--- config.mk ---
export PLATFORM = sky130hd
export DESIGN_NAME = heston_path_sequencer
export DESIGN_NICKNAME = d
export VERILOG_FILES = /design/src/rtl/heston_path_sequencer.sv
export SDC_FILE = /design/constraint.sdc
export NUM_CORES = 1
export LEC_CHECK = 0
export CAP_MARGIN = 20
export CORE_MARGIN = 2
export CORE_UTILIZATION = 55
export DETAILED_ROUTE_END_ITERATION = 12
export PLACE_DENSITY = 0.86
export SLEW_MARGIN = 40
export SYNTH_ARGS = -nofsm -noshare
export SYNTH_HDL_FRONTEND = slang
export SYNTH_SLANG_ARGS = --single-unit
--- constraint.sdc ---
create_clock -name clk -period 10.9 [get_ports clk]
set_input_delay 2.18 -clock clk [delete_from_list [all_inputs] [get_ports clk]]
set_output_delay 2.18 -clock clk [all_outputs]
set_load 0.01 [all_outputs]
--- src/rtl/heston_path_sequencer.sv ---
// heston_path_sequencer: start-up sequencing and terminal-price capture for N_CORES Heston cores.
// The FSM walks IDLE -> LOAD -> KICK -> WARM -> RUN -> FIN and drives the shared core reset and
// enable. At the last step of every path it pushes all core prices into a first-word
// fall-through output FIFO with a valid/ready handshake. Every output comes straight from a flop.
// Optional build macro HPC_PATH_TAG_EN: store a 16-bit path index with each FIFO entry and present
// it on out_tag; without it out_tag is tied to zero.
module heston_path_sequencer #(
  parameter int unsigned N_CORES    = 2,
  parameter int unsigned PW         = 32,
  parameter int unsigned STEPS      = 1464,
  parameter int unsigned WARMUP     = 6,
  parameter int unsigned FIFO_DEPTH = 8
) (
  input  logic                  clk,
  input  logic                  rst,
  input  logic                  start,
  input  logic                  abort,
  input  logic [15:0]           num_paths,
  input  logic [N_CORES*PW-1:0] price_in,
  output logic                  core_rst,
  output logic                  core_en,
  output logic                  out_valid,
  input  logic                  out_ready,
  output logic [N_CORES*PW-1:0] out_price,
  output logic [15:0]           out_tag,
  output logic                  busy,
  output logic                  done,
  output logic                  overflow
);

  localparam int unsigned DW  = N_CORES * PW;
  localparam int unsigned AW  = $clog2(FIFO_DEPTH);
  localparam int unsigned CW  = AW + 1;
  localparam int unsigned SW  = (STEPS > 1) ? $clog2(STEPS) : 1;
  // One counter serves both LOAD (2 cycles) and WARM (WARMUP cycles).
  localparam int unsigned PCW = $clog2(WARMUP + 2);

  localparam logic [SW-1:0]  LastStep  = SW'(STEPS - 1);
  localparam logic [PCW-1:0] LastLoad  = PCW'(1);
  localparam logic [PCW-1:0] LastWarm  = PCW'(WARMUP - 1);
  localparam logic [CW-1:0]  FullCount = CW'(FIFO_DEPTH);

  typedef enum logic [2:0] {
    StIdle,
    StLoad,
    StKick,
    StWarm,
    StRun,
    StFin
  } state_e;

  // Sequencer state
  state_e          state_q, state_d;
  logic [PCW-1:0]  phase_q, phase_d;
  logic [SW-1:0]   step_q, step_d;
  logic [15:0]     path_q, path_d;
  logic [15:0]     npaths_q, npaths_d;
  logic [15:0]     path_inc;
  logic            capture;
  logic            start_acc;

  // Registered control outputs
  logic            core_rst_q, core_en_q, busy_q, done_q, ovf_q;

  // Output FIFO
  logic [DW-1:0]   mem_q [FIFO_DEPTH];
  logic [AW-1:0]   wptr_q, wptr_d;
  logic [AW-1:0]   rptr_q, rptr_d;
  logic [CW-1:0]   count_q, count_d;
  logic            valid_q;
  logic [DW-1:0]   price_q, price_d;
  logic            pop, full, wr_en, drop, bypass;

  assign path_inc = path_q + 16'd1;

  // FSM next state, step/path counting and capture strobe; abort overrides everything.
  always_comb begin
    state_d   = state_q;
    phase_d   = phase_q;
    step_d    = step_q;
    path_d    = path_q;
    npaths_d  = npaths_q;
    capture   = 1'b0;
    start_acc = 1'b0;
    if (abort) begin
      state_d = StIdle;
      phase_d = '0;
      step_d  = '0;
    end else begin
      case (state_q)
        StIdle: begin
          if (start) begin
            start_acc = 1'b1;
            npaths_d  = num_paths;
            path_d    = '0;
            phase_d   = '0;
            state_d   = (num_paths == 16'd0) ? StFin : StLoad;
          end
        end
        StLoad: begin
          if (phase_q == LastLoad) begin
            phase_d = '0;
            state_d = StKick;
          end else begin
            phase_d = phase_q + 1'b1;
          end
        end
        StKick: begin
          phase_d = '0;
          state_d = StWarm;
        end
        StWarm: begin
          if (phase_q == LastWarm) begin
            phase_d = '0;
            step_d  = '0;
            state_d = StRun;
          end else begin
            phase_d = phase_q + 1'b1;
          end
        end
        StRun: begin
          if (step_q == LastStep) begin
            // Paths run back-to-back: the step counter wraps without re-initialising the cores.
            capture = 1'b1;
            step_d  = '0;
            path_d  = path_inc;
            if (path_inc == npaths_q) begin
              state_d = StFin;
            end
          end else begin
            step_d = step_q + 1'b1;
          end
        end
        StFin: begin
          state_d = StIdle;
        end
        default: begin
          state_d = StIdle;
        end
      endcase
    end
  end

  // FSM registers; core controls are decoded from the next state so they leave a flop.
  always_ff @(posedge clk) begin
    if (rst) begin
      state_q    <= StIdle;
      phase_q    <= '0;
      step_q     <= '0;
      path_q     <= '0;
      npaths_q   <= '0;
      core_rst_q <= 1'b1;
      core_en_q  <= 1'b0;
      busy_q     <= 1'b0;
      done_q     <= 1'b0;
      ovf_q      <= 1'b0;
    end else begin
      state_q    <= state_d;
      phase_q    <= phase_d;
      step_q     <= step_d;
      path_q     <= path_d;
      npaths_q   <= npaths_d;
      core_rst_q <= (state_d == StIdle) || (state_d == StLoad);
      core_en_q  <= (state_d == StLoad) || (state_d == StKick);
      busy_q     <= (state_d != StIdle);
      done_q     <= (state_d == StFin);
      // A new run clears the sticky flag; abort leaves it untouched.
      if (start_acc) begin
        ovf_q <= 1'b0;
      end else if (drop) begin
        ovf_q <= 1'b1;
      end
    end
  end

  // FIFO pointer/count update and next head word; a full FIFO still accepts a push when popped.
  always_comb begin
    pop     = valid_q & out_ready;
    full    = (count_q == FullCount);
    wr_en   = capture & (~full | pop);
    drop    = capture & full & ~pop;
    wptr_d  = wptr_q + AW'(wr_en);
    rptr_d  = rptr_q + AW'(pop);
    count_d = count_q + CW'(wr_en) - CW'(pop);
    if (abort) begin
      wptr_d  = '0;
      rptr_d  = '0;
      count_d = '0;
    end
    // The word being written becomes the head when the FIFO is empty after any pop.
    bypass  = wr_en & (rptr_d == wptr_q);
    price_d = '0;
    if (count_d != '0) begin
      price_d = bypass ? price_in : mem_q[rptr_d];
    end
  end

  // FIFO control registers and registered head presentation.
  always_ff @(posedge clk) begin
    if (rst) begin
      wptr_q  <= '0;
      rptr_q  <= '0;
      count_q <= '0;
      valid_q <= 1'b0;
      price_q <= '0;
    end else begin
      wptr_q  <= wptr_d;
      rptr_q  <= rptr_d;
      count_q <= count_d;
      valid_q <= (count_d != '0);
      price_q <= price_d;
    end
  end

  // FIFO storage; contents are only observed through the pointers, so no reset is needed.
  always_ff @(posedge clk) begin
    if (wr_en) begin
      mem_q[wptr_q] <= price_in;
    end
  end

`ifdef HPC_PATH_TAG_EN
  logic [15:0] tag_mem_q [FIFO_DEPTH];
  logic [15:0] tag_q, tag_d;

  // Next head tag, mirroring the price head selection.
  always_comb begin
    tag_d = '0;
    if (count_d != '0) begin
      tag_d = bypass ? path_q : tag_mem_q[rptr_d];
    end
  end

  // Tag storage written alongside the price word.
  always_ff @(posedge clk) begin
    if (wr_en) begin
      tag_mem_q[wptr_q] <= path_q;
    end
  end

  // Registered head tag.
  always_ff @(posedge clk) begin
    if (rst) begin
      tag_q <= '0;
    end else begin
      tag_q <= tag_d;
    end
  end

  assign out_tag = tag_q;
`else
  assign out_tag = '0;
`endif

  assign core_rst  = core_rst_q;
  assign core_en   = core_en_q;
  assign busy      = busy_q;
  assign done      = done_q;
  assign overflow  = ovf_q;
  assign out_valid = valid_q;
  assign out_price = price_q;

endmodule

==> results.sh, run 1 <==
export IMPL_io_buffer_count=154
export IMPL_die_h_microns=218.4
export IMPL_cts_resized=0
export IMPL_finalNonFillerCells=2668
export IMPL_drt_pre_antenna_iters=8
export IMPL_postLayoutCellArea_sq_um=29600
export IMPL_p_leak_nw=10.47
export IMPL_status="completed"
export IMPL_finalCritPeriodShare_pct=58.23
export IMPL_dp_hpwl_microns=30500
export IMPL_drive_gt1_share_pct=8.915
export IMPL_synth_area_sq_um=25280
export IMPL_avgViaCountPerCell=6.199
export IMPL_slew_violations=0
export IMPL_cts_buffers=60
export IMPL_tritoncts="yes"
export IMPL_clk_latency_ns=0.65
export IMPL_yosysWarnings=0
export IMPL_num_vias=16540
export IMPL_ys_ff_latch=641
export IMPL_dp_cells=2550
export IMPL_powerDensity_nw_per_um2=187.9
export IMPL_antenna_found_initial=4
export IMPL_area_growth_pct=17.08
export IMPL_core_sq_um=45380
export IMPL_ys_async_sr_fraction_pct=0
export IMPL_worstSetupPathType="input pin to flip-flop"
export IMPL_cts_hold_fix_buffers=0
export IMPL_grt_ovfl_total=0
export IMPL_path_clk_slew_ns=0.06
export IMPL_finalSetupViolCount=0
export IMPL_grt_pass1_vias=16770
export IMPL_hp_class="flip-flop to flip-flop"
export IMPL_min_path_cells=1
export IMPL_first_iter_violations=1886
export IMPL_syn_avg_cell_area_sq_um=13.28
export IMPL_finalWorstSetupSlack_ns=4.553
export IMPL_crit_path_max_fanout=42
export IMPL_rsz0062_at_grt="false"
export IMPL_htreeDepth=2
export IMPL_pin_count=171
export IMPL_clk_path_buf_depth=3
export IMPL_rows=78
export IMPL_die_width_microns=218.4
export IMPL_grt_max_degree=106
export IMPL_fmax_mhz=157.6
export IMPL_seq_area_frac_synth_pct=71.03
export IMPL_drv_cap=0
export IMPL_wire_per_inst_microns=22.23
export IMPL_drc=0
export IMPL_synthesis_instances=1903
export IMPL_ys_types=61
export IMPL_end_kind="flip-flop"
export IMPL_gp_congestion=0.8947
export IMPL_pre_cts_ws_ns=4.023
export IMPL_relSlewSlack_pct=42.83
export IMPL_hold_viol_final=0
export IMPL_cts_root_buf="clkbuf_16"
export IMPL_fin_crit_ns=6.347
export IMPL_clock_sinks=641
export IMPL_power_total_mw=5.562
export IMPL_ys_flop_type="edfxtp_1"
export IMPL_fin_nets=2111
export IMPL_die_area_sq_um=47700
export IMPL_peakVddDrop_v=0.0001718
export IMPL_cts_setup_buffers=0
export IMPL_antenna_left=0
export IMPL_start_util_pct=55.71
export IMPL_tns_ns=0
export IMPL_clock_skew_final_ns=0.05578
export IMPL_worst_pin_slew_ns=0.8576
export IMPL_critPathLaunchType="input pin"
export IMPL_placed_cell_area_sq_um=27340
export IMPL_grt_pass1_wl_microns=92090
export IMPL_rr_worst_depth=13
export IMPL_drt_total_wl_microns=59300
export IMPL_crit_arrival_ns=6.84
export IMPL_synth_edff_count=512
export IMPL_track_usage_pct=24.94
export IMPL_cp_required_ns=11.39
-- cell usage after synthesis (all sizes together) (6+ instances only) --
master	count	area share, %
clkbuf	110	1.6
nand4	7	0.17
o221ai	81	2.8
nor2	72	1.1
xnor2	19	0.66
mux4	24	2.1
xor2	7	0.24
ha	13	0.64
dfxtp	129	10
edfxtp	512	61
a21oi	77	1.5
nand2	349	5.2
and3	6	0.15
o211a	64	2.5
and2	11	0.27
a31oi	43	1.1
or4	6	0.18
nor3	13	0.26
buf	37	0.88
nor4	14	0.42
nand3	189	3.7
mux2i	16	0.63
inv	13	0.19
o21ai	28	0.57
-- report_power, final --
group	total, mW	internal [mW]	leakage [nW]	switching, mW
Sequential	2.72	2.69	5.64	0.0312
Clock	2.33	1.41	1.08	0.920
Combinational	0.517	0.224	3.75	0.294
-- placed cells by master, fill, tap and decap left out, drive strengths merged, types with 4 or more instances in the layout --
cell           synthesis  final
o221ai                81     81
clkbuf               110     74
nand2b                 5      5
nor2                  72     72
inv                   13     14
buf                   37     25
clkdlybuf4s50          0    154
mux2i                 16     16
o21ai                 28     28
and3                   6      6
clkinvlp               0      6
nand2                349    349
xor2                   7      7
a31oi                 43     43
o211a                 64     64
nand3b                 4      4
clkinv                 0     18
xnor2                 19     19
bufinv                 0     15
ha                    13     13
or2                    5      5
mux4                  24     24
nor2b                  5      5
conb                   1     16
a21oi                 77     77
edfxtp               512    512
nor3                  13     13
or3                    5      5
diode                  0      4
or4                    6      6
nand4                  7      7
and2                  11     11
dfxtp                129    129
nand3                189    189
nor4                  14     14
-- worst paths after layout --
kind | slack (ns) | from | end
worst max-delay path | 4.55 | abort | out_price[54]
worst min-delay path | 0.51 | step_q[10] | step_q[10]
worst max register to register | 5.79 | state_q[2] | out_price[54]
worst min register to register | 0.51 | step_q[10] | step_q[10]
-- final cells by class --
type,instances,area [sq um]
diodes,4,10.01
clock buffers,74,1595
well taps,600,750.7
flip-flops and latches,641,17960
repair buffers,179,1774
fillers,3020,15780
clock inverters,40,649.4
inverters,13,48.80
multi-input cells,1117,6814
-- logic make-up (layout without fill, tap and decap cells) --
logic type	after synthesis	count (layout)	synth area share [%]
AND/OR/NAND/NOR	704	704	12.52
flip-flops	641	641	71.03
AO/OA/AOI/OAI	317	317	9.334
buffers and inverters	160	306	2.702
multiplexers	40	40	2.772
XOR/XNOR	26	26	0.9008
adder cells (fa/ha/maj)	14	14	0.7226
other	1	20	0.01483
-- worst max-delay path: stages --
cell and delay (ns):
clkdlybuf4s50_1 0.77, nor2_1 0.37, and2_1 0.26, nand2_1 0.24, ha_1 0.36, inv_1 0.04, ha_1 0.20, fa_1 0.39
xnor2_1 0.17, nor2_1 0.08, or4_2 1.04, buf_4 0.47, o211a_1 0.20
-- metal layers --
layer  share of wire (%)  track usage, %
met1                  38           32.10
met5               0.024               0
met4                 2.7           9.977
met3                 9.4           4.328
met2                  50           42.18
-- metrics by stage --
| step | hold slack, ns | utilization (%) |
|---|---|---|
| finish | 0.5070 | 65.22 |
| global route | 0.5081 | 65.22 |
| CTS | 0.5000 | 65.19 |
| detailed placement | 0.4797 | 60.24 |
| global placement | 0.4719 | 60.13 |
| floorplan | 0.4393 | - |
-- sequential cells by signal, summed over array words and instances, names as in the netlist, 3 cells and up --
register,count
out_price,64
count_q,4
rptr_q,3
mem_q,512
state_q,3
wptr_q,3
npaths_q,16
phase_q,3
step_q,11
path_q,16
Power figures use the tool's default switching activity.
==> inputs of run 2 (changes only) <==
==> constraint.sdc (replaced) <==
create_clock -name clk -period 6.6 [get_ports clk]
set_input_delay 1.32 -clock clk [delete_from_list [all_inputs] [get_ports clk]]
set_output_delay 1.32 -clock clk [all_outputs]
set_load 0.01 [all_outputs]
==> run 2 against run 1 <==
Net effect: clock power grew 58%; cell count grew 0.41%; global-route usage grew 0.59 points; clock skew shrank 0.025 ns; cell area grew 0.15%; non-clock buffer count grew 8; power grew 63%; sequential share of layout area shrank 0.090 points; register-to-register slack lost 3.7 ns; wire length grew 2.9%; critical path depth grew 1.
==> results.sh, run 2 (synthesis results as in run 1) <==
export IMPL_crit_arrival_ns=5.14
export IMPL_relSlewSlack_pct=42.36
export IMPL_clockPowerShare_pct=40.8
export IMPL_gp_congestion=0.8586
export IMPL_finalCritPeriodShare_pct=69.80
export IMPL_postLayoutCellArea_sq_um=29640
export IMPL_mostFrequentLayoutCell="edfxtp_1"
export IMPL_start_util_pct=55.71
export IMPL_htreeDepth=2
export IMPL_status="completed"
export IMPL_utilization_pct=65.32
export IMPL_finalSetupViolCount=0
export IMPL_grt_max_degree=99
export IMPL_fillCellCount=3063
export IMPL_powerDensity_nw_per_um2=305.0
export IMPL_core_sq_um=45380
export IMPL_regMostFlops="mem_q"
export IMPL_grt_ovfl_total=0
export IMPL_cts_root_buf="clkbuf_16"
export IMPL_worstSetupStartpoint="abort"
export IMPL_rr_worst_depth=13
export IMPL_largest_reg_flops=512
export IMPL_crit_path_max_fanout=65
export IMPL_r2r_start="state_q[2]"
export IMPL_die_area_sq_um=47700
export IMPL_dp_hpwl_microns=31470
export IMPL_clock_sinks=641
export IMPL_p_leak_nw=10.49
export IMPL_worstSetupPathType="input pin to flip-flop"
export IMPL_rr_endpoint="out_price[21]"
export IMPL_reg2reg_slack_ns=2.05
export IMPL_placed_cell_area_sq_um=27480
export IMPL_combPwrFrac_pct=9.6
export IMPL_p_switching_mw=2.067
export IMPL_die_width_microns=218.4
export IMPL_clock_skew_final_ns=0.03071
export IMPL_cts_hold_fix_buffers=0
export IMPL_peakVddDrop_v=0.0002360
export IMPL_critPathLaunchType="input pin"
export IMPL_antenna_found_initial=6
export IMPL_grt_pass1_wl_microns=93790
export IMPL_drt_pre_antenna_iters=7
export IMPL_p_int_mw=6.976
export IMPL_multi_input_area_sq_um=6819
export IMPL_cts_setup_buffers=0
export IMPL_fin_crit_ns=4.607
export IMPL_clk_latency_ns=0.65
export IMPL_slew_violations=0
export IMPL_finalWorstSetupSlack_ns=1.993
export IMPL_grt_pass1_vias=16780
export IMPL_fmax_mhz=217.1
export IMPL_hp_class="flip-flop to flip-flop"
export IMPL_antenna_left=0
export IMPL_rsz0062_at_grt="false"
export IMPL_rows=78
export IMPL_drv_cap=0
export IMPL_pin_count=171
export IMPL_power_frac_seq_pct=49.7
export IMPL_worst_pin_slew_ns=0.8646
export IMPL_clk_path_buf_depth=3
export IMPL_drc=0
export IMPL_register_area_sq_um=17960
export IMPL_tritoncts="yes"
export IMPL_drive_gt1_share_pct=9.065
export IMPL_end_kind="flip-flop"
export IMPL_final_cell_mix="512 x edfxtp_1, 348 x nand2_1, 189 x nand3_1"
export IMPL_swShare_pct=22.86
export IMPL_wire_per_inst_microns=22.77
export IMPL_num_vias=16680
export IMPL_cts_buffers=61
export IMPL_avgViaCountPerCell=6.226
export IMPL_io_buffer_count=154
export IMPL_cp_required_ns=7.13
export IMPL_die_h_microns=218.4
export IMPL_first_iter_violations=2003
export IMPL_hold_viol_final=0
export IMPL_drt_total_wl_microns=60990
export IMPL_fin_nets=2120
export IMPL_cts_resized=0
export IMPL_area_growth_pct=17.26
export IMPL_path_clk_slew_ns=0.07
export IMPL_pre_cts_ws_ns=1.386
export IMPL_endpoint="out_price[21]"
export IMPL_track_usage_pct=25.53
## run 2: worst min path at each step
stage,end,start,cells past startpoint,slack (ns)
after floorplan,step_q[10],step_q[10],1,0.44
after global placement,step_q[10],step_q[10],1,0.46
after detailed placement,step_q[10],step_q[10],1,0.48
after CTS,step_q[10],step_q[10],1,0.49
after global routing,step_q[4],step_q[4],2,0.53
final,step_q[10],step_q[10],1,0.52
## run 2: metal layers
metal	global-route usage (%)	up-vias	wire length, microns
met5	0	-	11
li1	-	7393	-
met4	11.27	2	2047
met3	4.802	158	5131
met2	43.52	906	31100
met1	31.86	8221	22710
## run 2: area by class of cell
class | instances | share of cell area (%)
Sequential cell | 641 | 60.58
Multi-Input combinational cell | 1117 | 23.00
Timing Repair Buffer | 187 | 6.437
Clock buffer | 81 | 5.711
Tap cell | 600 | 2.533
Clock inverter | 35 | 1.532
Inverter | 13 | 0.1646
Antenna cell | 5 | 0.04221
## run 2: power by group through the flow
stage	Sequential [mW]	Clock, mW	Combinational [mW]
after global routing	4.49	3.88	0.928
after floorplan	4.59	0	0.428
after CTS	4.49	3.73	0.863
after global placement	4.58	0	0.808
after detailed placement	4.57	0	0.850
final	4.49	3.69	0.864
## run 2: per-stage QoR
stage | total power [mW] | setup TNS (ns) | hold slack (ns) | std cells
3_3_place_gp | 5.385 | 0 | 0.4561 | 2554
3_5_place_dp | 5.424 | 0 | 0.4819 | 2558
2_1_floorplan | 5.019 | -84.93 | 0.4393 | 1918
4_1_cts | 9.079 | 0 | 0.4939 | 2674
6_report | 9.042 | 0 | 0.5169 | 2679
5_1_grt | 9.298 | 0 | 0.5277 | 2679
## run 2: worst max-delay path, cell delays in order
cell and delay [ns]:
clkdlybuf4s50_1 0.40, buf_4 0.20, nor2_1 0.21, and2_1 0.25
nand2_1 0.23, ha_1 0.35, inv_1 0.04, ha_1 0.20
fa_1 0.39, xnor2_1 0.18, nor2_1 0.07, or4_2 0.67
buf_6 0.31, o211a_1 0.23
==> inputs of run 3 (changes only) <==
--- a/config.mk
+++ b/config.mk
@@ -7,9 +7,9 @@
 export LEC_CHECK = 0
 export CAP_MARGIN = 20
 export CORE_MARGIN = 2
-export CORE_UTILIZATION = 55
+export CORE_UTILIZATION = 53
 export DETAILED_ROUTE_END_ITERATION = 12
-export PLACE_DENSITY = 0.86
+export PLACE_DENSITY = 0.87
 export SLEW_MARGIN = 40
 export SYNTH_ARGS = -nofsm -noshare
 export SYNTH_HDL_FRONTEND = slang
==> constraint.sdc (replaced) <==
create_clock -name clk -period 4.2 [get_ports clk]
set_input_delay 0.84 -clock clk [delete_from_list [all_inputs] [get_ports clk]]
set_output_delay 0.84 -clock clk [all_outputs]
set_load 0.01 [all_outputs]
==> run 3 against run 2 <==
Net effect: cell count is 0.67% higher; wire length is 4.1% lower; combinational power is 59% higher; register-to-register slack worse by 1.7 ns; flip-flop and latch count stayed put; count of clock-buffer cells in the layout is 6 lower; non-clock buffer count is 9 higher; largest cell class unchanged; highest routed layer unchanged; clock power is 49% higher; worst setup slack worse by 1.7 ns; via count is 0.33% lower.
==> results.sh, run 3 (synthesis results as in run 1) <==
export IMPL_n_antenna_cell=0
export IMPL_pre_cts_ws_ns=0.02271
export IMPL_htreeDepth=2
export IMPL_fmax_mhz=258.5
export IMPL_largest_reg_flops=512
export IMPL_p_leak_nw=10.52
export IMPL_mostFrequentLayoutCell="edfxtp_1"
export IMPL_worstSetupPathType="flip-flop to flip-flop"
export IMPL_finalWorstSetupSlack_ns=0.3308
export IMPL_cts_resized=0
export IMPL_avgViaCountPerCell=6.164
export IMPL_crit_path_max_fanout=65
export IMPL_clk_path_buf_depth=3
export IMPL_die_area_sq_um=49460
export IMPL_worst_pin_slew_ns=0.8240
export IMPL_antenna_left=0
export IMPL_finalNonFillerCells=2697
export IMPL_slew_violations=0
export IMPL_grt_max_degree=129
export IMPL_first_iter_violations=1772
export IMPL_die_h_microns=222.4
export IMPL_rows=80
export IMPL_power_total_mw=13.91
export IMPL_area_growth_pct=17.57
export IMPL_finalSetupViolCount=0
export IMPL_die_width_microns=222.4
export IMPL_io_buffer_count=154
export IMPL_gp_congestion=0.8554
export IMPL_cp_required_ns=4.73
export IMPL_start_util_pct=53.28
export IMPL_pin_count=171
export IMPL_hold_viol_final=0
export IMPL_postLayoutCellArea_sq_um=29720
export IMPL_grt_ovfl_total=0
export IMPL_track_usage_pct=23.42
export IMPL_grt_pass1_wl_microns=91180
export IMPL_path_clk_slew_ns=0.06
export IMPL_drc=0
export IMPL_num_vias=16630
export IMPL_finalCritPeriodShare_pct=92.12
export IMPL_peakVddDrop_v=0.0004074
export IMPL_relSlewSlack_pct=45.07
export IMPL_cts_buffers=61
export IMPL_cts_setup_buffers=0
export IMPL_grt_pass1_vias=16690
export IMPL_final_cell_mix="512 x edfxtp_1, 348 x nand2_1, 189 x nand3_1"
export IMPL_fin_nets=2129
export IMPL_drt_total_wl_microns=58470
export IMPL_placed_cell_area_sq_um=27680
export IMPL_crit_arrival_ns=4.40
export IMPL_cts_root_buf="clkbuf_16"
export IMPL_clk_latency_ns=0.65
export IMPL_critPathLaunchType="flip-flop"
export IMPL_rsz0062_at_grt="false"
export IMPL_drive_gt1_share_pct=9.318
export IMPL_regMostFlops="mem_q"
export IMPL_antenna_found_initial=2
export IMPL_hp_class="flip-flop to flip-flop"
export IMPL_status="completed"
export IMPL_powerDensity_nw_per_um2=467.9
export IMPL_dp_hpwl_microns=31970
export IMPL_dp_cells=2582
export IMPL_fin_crit_ns=3.869
export IMPL_wire_per_inst_microns=21.68
export IMPL_drv_cap=0
export IMPL_clock_sinks=641
export IMPL_tritoncts="yes"
export IMPL_core_sq_um=47450
export IMPL_clock_skew_final_ns=0.04104
export IMPL_drt_pre_antenna_iters=5
export IMPL_end_kind="flip-flop"
export IMPL_cts_hold_fix_buffers=0
==> run 3: cell types whose count changed in the layout (fill, tap and decap cells not counted) <==
cell and change:
buf_12 +12, buf_4 +9, buf_6 -9, clkbuf_8 -6, diode_2 -5, clkinv_2 +4
buf_8 -3, nor3_2 -3, nor3_4 +3, bufinv_16 -2, clkinv_1 +2, inv_6 +1
==> run 3: worst max-delay path, stage by stage, from the launching register on <==
cell,delay (ns)
dfxtp_1,0.34
or4b_4,0.58
nor3_1,0.25
and2_1,0.21
nand2_1,0.09
ha_1,0.29
inv_1,0.04
ha_1,0.21
fa_1,0.39
xnor2_1,0.16
nor2_1,0.07
or4_2,0.69
buf_12,0.26
o211a_1,0.18
==> run 3: stage by stage <==
stage,utilization [%],TNS (ns),hold WS (ns)
CTS,62.64,0,0.4950
detailed placement,58.34,0,0.4864
global placement,58.34,0,0.4610
global route,62.65,0,0.5208
finish,62.65,0,0.5046
floorplan,-,-275.31,0.4393
==> run 3: area by class of cell <==
class	count	area, sq um
sequential	641	17960
fill	3345	17720
multi-input combinational	1117	6838
timing repair buffer	196	2069
clock buffer	75	1610
tap	615	769.5
clock inverter	40	430.4
inverter	13	48.80
==> run 3: power by group <==
part / internal, mW / leakage, nW / switching, mW
sequential: 6.98 / 5.64 / 0.0654
clock: 3.17 / 0.989 / 2.33
combinational: 0.605 / 3.89 / 0.761
total: 10.7 / 10.5 / 3.16
==> run 3: path summary, 6_finish.rpt <==
path / depth (start not counted) / startpoint / slack [ns] / end
worst max-delay path: 13 / step_q[3] / 0.33 / out_price[38]
worst min-delay path: 1 / step_q[10] / 0.50 / step_q[10]
worst max register to register: 13 / step_q[3] / 0.33 / out_price[38]
worst min register to register: 1 / step_q[10] / 0.50 / step_q[10]
==> run 3: layer usage <==
metal,track usage [%],vias to the layer above,routed length [microns]
met5,0,-,25
met4,9.309,4,1863
met3,4.337,145,5215
met2,39.51,945,28970
met1,30.21,8128,22400
li1,-,7403,-
